## src/rtl/ttfir_decim.sv

```systemverilog
// ttfir_decim: integrate-and-dump decimator on the FIR output stream.
// It sums DECIM = 2**LOG2_DECIM accepted samples, divides by DECIM with an
// arithmetic shift, clips the result to BW_out bits, and raises a sticky
// saturation flag whenever clipping occurs.
// Optional build macro: TTFIR_DECIM_ROUND_EN selects round-half-up at the
// dump. When it is undefined, the dump truncates (floor).
module ttfir_decim #(
  parameter int BW_in      = 8,
  parameter int BW_out     = 6,
  parameter int LOG2_DECIM = 2
) (
  input  logic                                        clk,
  input  logic                                        rst,
  input  logic                                        clr,
  input  logic                                        in_valid,
  input  logic signed [BW_in-1:0]                     y_in,
  output logic signed [BW_out-1:0]                    dec_out,
  output logic                                        out_valid,
  output logic                                        sat_flag,
  output logic [(LOG2_DECIM > 0 ? LOG2_DECIM : 1)-1:0] phase
);

  localparam int DECIM = 1 << LOG2_DECIM;
  localparam int AW    = BW_in + LOG2_DECIM;              // frame sum never overflows
  localparam int PW    = (LOG2_DECIM > 0) ? LOG2_DECIM : 1; // phase is stuck at 0 when DECIM=1

  localparam logic signed [AW:0] MAX_Q = (AW+1)'((1 <<< (BW_out - 1)) - 1);
  localparam logic signed [AW:0] MIN_Q = -MAX_Q - (AW+1)'(1);
`ifdef TTFIR_DECIM_ROUND_EN
  localparam logic signed [AW:0] HALF  = (AW+1)'(DECIM / 2); // 0 when DECIM=1
`endif

  logic signed [AW-1:0]     acc_q, acc_d;
  logic [PW-1:0]            phase_q, phase_d;
  logic signed [BW_out-1:0] dec_q, dec_d;
  logic                     out_valid_q, out_valid_d;
  logic                     sat_q, sat_d;

  logic signed [AW-1:0]     y_ext;
  logic signed [AW-1:0]     s;
  logic signed [AW:0]       s_w;
  logic signed [AW:0]       q_w;
  logic signed [BW_out-1:0] clip_val;
  logic                     clipped;
  logic                     dump;

  // Datapath: frame sum, divide-by-DECIM shift, and clip to the output range.
  always_comb begin
    // NOTE: every combinational output gets a default first so no path can infer a latch.
    clip_val = '0;
    clipped  = 1'b0;
    y_ext    = AW'(y_in);
    s        = acc_q + y_ext;
    s_w      = (AW+1)'(s);   // one guard bit so the rounding add cannot wrap
`ifdef TTFIR_DECIM_ROUND_EN
    q_w      = (s_w + HALF) >>> LOG2_DECIM;
`else
    q_w      = s_w >>> LOG2_DECIM;
`endif
    if (q_w > MAX_Q) begin
      clip_val = BW_out'(MAX_Q);
      clipped  = 1'b1;
    end else if (q_w < MIN_Q) begin
      clip_val = BW_out'(MIN_Q);
      clipped  = 1'b1;
    end else begin
      clip_val = q_w[BW_out-1:0];
    end
  end

  assign dump = (phase_q == PW'(DECIM - 1));

  // Next state: clr has priority, then accepts a sample (accumulate or dump), otherwise holds.
  always_comb begin
    acc_d       = acc_q;
    phase_d     = phase_q;
    dec_d       = dec_q;
    sat_d       = sat_q;
    out_valid_d = 1'b0;
    if (clr) begin
      acc_d   = '0;
      phase_d = '0;
      sat_d   = 1'b0;
    end else if (in_valid) begin
      if (dump) begin
        acc_d       = '0;
        phase_d     = '0;
        dec_d       = clip_val;
        out_valid_d = 1'b1;
        sat_d       = sat_q | clipped;
      end else begin
        acc_d   = s;
        phase_d = phase_q + PW'(1);
      end
    end
  end

  // State registers with asynchronous active-low reset; a reset discards any partial frame.
  always_ff @(posedge clk or negedge rst) begin
    if (!rst) begin
      acc_q       <= '0;
      phase_q     <= '0;
      dec_q       <= '0;
      out_valid_q <= 1'b0;
      sat_q       <= 1'b0;
    end else begin
      // NOTE: sequential state uses non-blocking assignments so all registers update together.
      acc_q       <= acc_d;
      phase_q     <= phase_d;
      dec_q       <= dec_d;
      out_valid_q <= out_valid_d;
      sat_q       <= sat_d;
    end
  end

  assign dec_out   = dec_q;
  assign out_valid = out_valid_q;
  assign sat_flag  = sat_q;
  assign phase     = phase_q;

endmodule

```

## config.mk

```make
export PLATFORM = sky130hd
export DESIGN_NAME = ttfir_decim
export DESIGN_NICKNAME = d
export VERILOG_FILES = /design/src/rtl/ttfir_decim.sv
export SDC_FILE = /design/constraint.sdc
export NUM_CORES = 1
export LEC_CHECK = 0
export ABC_AREA = 1
export ABC_CLOCK_PERIOD_IN_PS = 2100
export CAP_MARGIN = 20
export CORE_ASPECT_RATIO = 1.2
export CORE_MARGIN = 4
export CORE_UTILIZATION = 40
export CTS_CLUSTER_DIAMETER = 30
export DETAILED_ROUTE_END_ITERATION = 10
export SLEW_MARGIN = 30
export SYNTH_ARGS = -nofsm -noshare
export SYNTH_HDL_FRONTEND = slang
export SYNTH_SLANG_ARGS = --single-unit
```

## constraint.sdc

```tcl
create_clock -name clk -period 2.1 [get_ports clk]
set_input_delay 0.21 -clock clk [delete_from_list [all_inputs] [get_ports clk]]
set_output_delay 0.21 -clock clk [all_outputs]
set_load 0.03 [all_outputs]
```

==> results by group <==
Run status
  • Outcome: completed

Synthesis
  • Yosys top cell by area: dfrtp_1
  • Predominant post-synthesis flop cell: dfrtp_1
  • Yosys warns: 0
  • Synth Net Count: about 220
  • Distinct cells, synth: 25
  • FFs w/ async S/R, synth: between 90% and 100%
  • FF+latch count, synth: 20
  • Avg Cell Area, Syn: just over 7 sq um
  • Synthesized instance count: ~190
  • Synth Cell Area: roughly 1400 sq um
  • Post-synth EDFFs: 0
  • Largest cells by area after synthesis: dfrtp_1, nand2_1, ha_1
  • Top-area cell type share of the netlist area: roughly 36%
  • Seq/Total Area, Yosys: 35.87%

Global route
  • Total GRT Usage: around 16%
  • Vias in the first global route: 1,351
  • First-pass GRT wire length: 5354 um
  • Largest net degree at the start of global routing: 21
  • Gr ovfl total: 0
  • Antenna violations before repair: 0

Worst setup path
  • Largest fanout on the critical path: 6
  • Max incr delay on CP: 0.39 ns
  • R2R Path End: dec_out[3]
  • Crit-path leading delay family: simple AND/OR/NAND/NOR gates
  • Crit Reg-Reg Startpoint: acc_q[0]
  • Most used cell, CP: nand2_1
  • Data required, critical path: roughly 2.3 ns
  • Cell Chain, Critical Path: ha_1, fa_2, nand3_1, nand3_2, nand2_1, nand2_1, nand2_1, nand2_1, nand2_1, nand2_2, nand2_1, nand2_1, nand2_1, nand2_1
  • Worst endpoint data arrival time: 2.06 ns
  • Crit. End Element: flop
  • Slowest stage cell, crit path: dfrtp_1
  • Reg2reg setup slack: ~0.2 ns
  • Critical setup path kind: flop to flop
  • Reg2Reg Depth: 14
  • CP Buf/Inv Count: 0
  • Type of origin of the critical path: flop

Clocking
  • H-tree lvl count: 1
  • CTS Root Buffer Type: clkbuf_8
  • TritonCTS clock tree: done
  • Reg clk slew, reported paths: about 0.080 ns
  • Clock Latency Late Sink: approximately 0.26 ns
  • CTS max path bufs: 2
  • Clock Sinks: 20
  • CTS buffer count: 3
  • Number of hold buffers added after CTS: 0

Timing
  • Slew @ Worst Pin: between 0.4 and 0.5 ns
  • Min cycle time layout: between 1.5 and 2 ns
  • Fmax: 527.5 MHz
  • Final setup violation count: 0
  • RSZ-0062 raised after global routing: no
  • Relative slew slack: 71.34%
  • Clk_skew: around 0.0066 ns
  • Fin. max-slew vios: 0
  • Final Hold Vio Count: 0
  • Worst hold slack: 0.2734 ns
  • Setup_tns: 0 ns
  • Final worst path period share: about nine tenths

Die
  • I/O pin total: 22
  • Die width: just over 60 um
  • Initial Util: a little over two fifths
  • Rows: 23
  • Die H: 72.70 um
  • Core region area: 3338 sq um
  • Die outline area: between 4000 and 5000 sq um

Pwr
  • Pwr dens: 869.6 nW/um^2
  • Peak supply drop: about 0.74 mV
  • Pleak: roughly 0.96 nW
  • Overall power: ~1.6 mW

Route
  • Detailed Route Iter0 Violations: 40
  • Final WL: around 3000 um
  • ANT nets after route: 0
  • WL per Instance: between 10 and 15 um
  • Routed vias: between 1,000 and 1,500
  • Via-per-instance ratio: between 4 and 5
  • DRC: 0
  • DRT Pass-1 Iters: 4

Place
  • DP Area: ~1700 sq um
  • GPL Wtd Cong: 0.8314
  • I/O Buffers: 21
  • DP Wirelength: about 2500 um

Cells and area
  • Layout cell share with drive strength beyond 1: 13.33%
  • Fin area: ~1800 sq um
  • Fillers: ~320
  • Commonest non-fill, non-tap cell in the layout: nand2_1
  • Commonest non-fill, non-tap cells in the layout: nand2_1, inv_1, clkdlybuf4s50_1
  • Antenna diode count: 0
  • Area growth, synth to finish: 28.25%
  • Post-layout net count: between 200 and 250

Run
  • MaxCap Viol Count: 0

Worst hold path
  • Worst hold-check path type: input port to async pin
-- synth_stat cells, types with 2 or more instances --
| master | instances |
|---|---|
| inv_1 | 32 |
| nand3_1 | 8 |
| o22ai_1 | 3 |
| a21oi_2 | 2 |
| nand2_1 | 73 |
| nand3_2 | 3 |
| nor2_2 | 2 |
| nor2_1 | 5 |
| nand4_1 | 2 |
| ha_1 | 10 |
| nand2_4 | 2 |
| xor2_1 | 5 |
| nand2_2 | 5 |
| dfrtp_1 | 20 |
| o21ai_0 | 10 |
-- registers in the layout, indices dropped and copies added (netlist names) --
signal / count
acc_q: 10
dec_out: 6
phase: 2
out_valid: 1
sat_flag: 1
-- worst max path at each step --
stage	from	to	slack, ns	depth (start not counted)
3_5_place_dp	y_in[0]	dec_out[3]	-0.15	15
5_1_grt	acc_q[0]	dec_out[3]	0.02	14
4_1_cts	acc_q[0]	dec_out[3]	0.12	14
3_3_place_gp	y_in[0]	dec_out[3]	-0.06	15
2_1_floorplan	acc_q[0]	dec_out[4]	0.27	14
6_report	acc_q[0]	dec_out[3]	0.20	14
-- kinds of logic after synthesis --
kind of cell | after synthesis | synth area share [%]
adder cells (fa/ha/maj) | 11 | 10.40
buffers and inverters | 34 | 9.148
AO/OA/AOI/OAI | 17 | 7.086
multiplexers | 1 | 0.7175
AND/OR/NAND/NOR | 103 | 33.01
flip-flops | 20 | 35.87
XOR/XNOR | 6 | 3.767
-- layer usage --
layer,GRT usage [%],part of all wire (%),vias up,wire [um]
met5,0,0,-,0
met2,26.66,50,18,1528
met3,3.009,4.0,7,121
met4,7.783,2.5,0,76
met1,18.50,43,563,1328
li1,-,-,659,-
-- where the power goes --
group	switching (mW)	leakage [nW]	total [mW]	internal [mW]
clock network	0.130	0.0357	0.385	0.255
registers	0.0411	0.265	0.493	0.452
logic	0.401	0.658	0.678	0.277
total	0.573	0.959	1.56	0.983
-- cell type report --
type                    count  area, sq um  share of cell area, %
multi-input cells         138        769.5                  43.01
flip-flops and latches     20        500.5                  27.97
repair buffers             30        277.8                  15.52
inverters                  33        123.9                  6.923
well taps                  37        46.29                  2.587
clock buffers               3        41.29                  2.308
clock inverters             1        30.03                  1.678
-- through the flow --
step | instances | utilization, % | setup slack (ns)
finish | 262 | 53.60 | 0.2044
global route | 262 | 53.60 | 0.01988
CTS | 262 | 53.52 | 0.1200
detailed placement | 258 | 51.39 | -0.1499
global placement | 258 | 51.39 | -0.06349
floorplan | 192 | - | 0.2716
-- timing repair --
item                       4_1_cts  5_1_grt
setup buffers                    0        0
resized for setup                0        1
setup endpoints to repair        0        5
(Power assumes the default switching activity.)
==> RTL edit: new RTL, same flow settings <==
Change the parameter `BW_out` from 6 to 3.
--- a/src/rtl/ttfir_decim.sv
+++ b/src/rtl/ttfir_decim.sv
@@ -7,5 +7,5 @@
 module ttfir_decim #(
   parameter int BW_in      = 8,
-  parameter int BW_out     = 6,
+  parameter int BW_out     = 3,
   parameter int LOG2_DECIM = 2
 ) (
Interface: changed (resized dec_out); port bits go from 22 to 19. The function was not compared with the original's and may differ.
==> RTL edit against the original RTL <==
- setup slack worse by 0.12 ns
- sequential share of layout area down 3.0 points
- final area down 4.7%
- area after synthesis down 9.3%
- total power down 25%
- clock power down 56%
- combinational power down 11%
- sequential power down 19%
- clock skew down 0.0047 ns
- count of clock-buffer cells in the layout up 1
- sequential cell count down 3
- routed wire length down 6.7%
- critical endpoint is now dec_out[1]
==> RTL edit: results (changes against the original RTL) <==
** Finish
- The final cell count without fillers came to 246 (-6.1%).
- Number of antenna diodes :: 0 (unchanged)
- The number of nets in the layout was 234 (-6.0%).
- The share of layout cells above drive strength 1 came to 23.8% (+10 points).
- The number of filler instances in the final layout came to 304 (-5.6%).

** GRT
- The largest net degree at the start of global routing came to 18 (-14%).
- Combined global-route utilization of all metal layers :: 15.0% (-0.77 points)
- The global-route wire length before repair came to 4970 um (-7.1%).
- The number of antenna violations at the first check in global routing is 0 (unchanged).
- The via count of the first global-routing pass was 1,236 (-8.5%).

** Worst setup path
- Kind of cell adding the most delay to the critical path :: adder cells
- The worst path arrival time came to 2.24 ns (+0.18 ns).
- Delay of the slowest cell on the worst path :: 0.42 ns (+0.03 ns)
- Count of cells along the worst register-to-register path :: 11 (-3)
- In this run the critical register-to-register path is captured at dec_out[1].
- Slowest cell on the critical path :: sky130_fd_sc_hd__dfrtp_1
- Worst reg2reg setup slack :: 0.08 ns (-0.12 ns)
- Highest net fanout along the worst path :: 3 (-3)

** Detailed routing
- The detailed-route vias per instance is 4.83 (+1.6%).
- First-iteration detailed-routing DRC count :: 30 (-25%)
- The total routed wirelength came to 2850 um (-6.7%).

** Synthesis
- By count the netlist is led by sky130_fd_sc_hd__nand2_1 (52), sky130_fd_sc_hd__inv_1 (23), sky130_fd_sc_hd__dfrtp_1 (17), sky130_fd_sc_hd__nand3_1 (13), sky130_fd_sc_hd__ha_1 (10).
- The number of standard cells after synthesis is 172 (-10%).
- The number of nets in the synthesized netlist came to 195 (-9.3%).
- Sequential share of the synthesized area :: 33.6% (-2.2 points)
- The number of distinct standard cells referenced by the synthesized netlist is 27 (+8.0%).
- Top post-synthesis cells by area :: sky130_fd_sc_hd__dfrtp_1 (34%), sky130_fd_sc_hd__nand2_1 (15%), sky130_fd_sc_hd__ha_1 (9.9%)
- Among all flip-flop cells after synthesis, the most frequent one is sky130_fd_sc_hd__dfrtp_1.

** Place
- The count of buffers from port buffering is 18 (-14%).
- The final weighted congestion in routability-driven placement was 0.868 (+4.3%).
- The sum of net half-perimeters after detailed placement came to 2320 um (-8.8%).
- Placed instance area :: 1590 um2 (-7.2%)
- The setup slack after placement is -0.235 ns (-0.0849 ns).
- The number of cells in the design after placement is 239 (-7.4%).

** STA
- Max Clock Skew :: 0.00195 ns (-0.00466 ns)
- Fmax achieved :: 0.496 GHz (-6.0%)
- Slew at the pin with the worst max-slew slack :: 0.313 ns (-0.115 ns)
- The final hold slack is 0.241 ns (-0.0321 ns).

** Power
- Worst-case vdd ir drop :: 0.000504 V (-32%)
- Switching share of power :: 38.8% (+2.0 points)
- Leakage power summed over all cells :: 0.869 nW (-9.4%)

** Clock network
- Clock latency at the later pin of the worst-skew pair :: 0.28 ns (+0.02 ns)
- In this run the clock root is driven by a sky130_fd_sc_hd__clkbuf_4.
- Max H-tree Level :: 1 (unchanged)

** Run status
- The flow ran to the end, and the final reports show no timing, DRC or antenna violations.
## RTL edit: cell types whose count changed after synthesis, moves of 3 or more
cell / change
sky130_fd_sc_hd__nand2_1: -21
sky130_fd_sc_hd__inv_1: -9
sky130_fd_sc_hd__o21ai_0: -7
sky130_fd_sc_hd__nand3_1: +5
sky130_fd_sc_hd__o22ai_1: +5
sky130_fd_sc_hd__xor2_1: -5
sky130_fd_sc_hd__nor2_1: +4
sky130_fd_sc_hd__clkinv_1: +3
sky130_fd_sc_hd__dfrtp_1: -3
sky130_fd_sc_hd__inv_2: +3
sky130_fd_sc_hd__xnor2_1: +3
## RTL edit: cell type report
cell class              instances  area [um2]  area share (%)
repair buffers                 35         308            18.0
well taps                      36        45.0            2.64
inverters                      30         113            6.60
multi-input cells             124         788            46.2
flip-flops and latches         17         425            24.9
clock buffers                   4        26.3            1.54
## RTL edit: cells by family (layout without fill, tap and decap cells)
| group | after synthesis | in the layout | synth area share, % |
|---|---|---|---|
| compound gates | 18 | 18 | 9.79 |
| xor+xnor | 4 | 4 | 2.77 |
| fa+ha+maj | 11 | 11 | 11.5 |
| buf+inv | 31 | 69 | 9.20 |
| flops | 17 | 17 | 33.6 |
| mux | 1 | 1 | 0.791 |
| simple gates | 90 | 90 | 32.3 |
## RTL edit: power by group through the flow
stage	sequential (mW)	clock, mW	combinational [mW]
2_1_floorplan	0.439	0	0.321
3_3_place_gp	0.404	0	0.561
3_5_place_dp	0.404	0	0.567
4_1_cts	0.399	0.176	0.572
5_1_grt	0.406	0.191	0.675
6_report	0.400	0.169	0.603
## RTL edit: layer usage
layer  track usage (%)  vias up  part of all wire (%)  routed length [um]
met5                 0        -                     0                   0
met1              18.9      542                    47                1330
met4              4.53        0                  0.60                  17
met3              1.12        2                   2.2                  62
li1                  -      626                     -                   -
met2              26.2       19                    50                1440
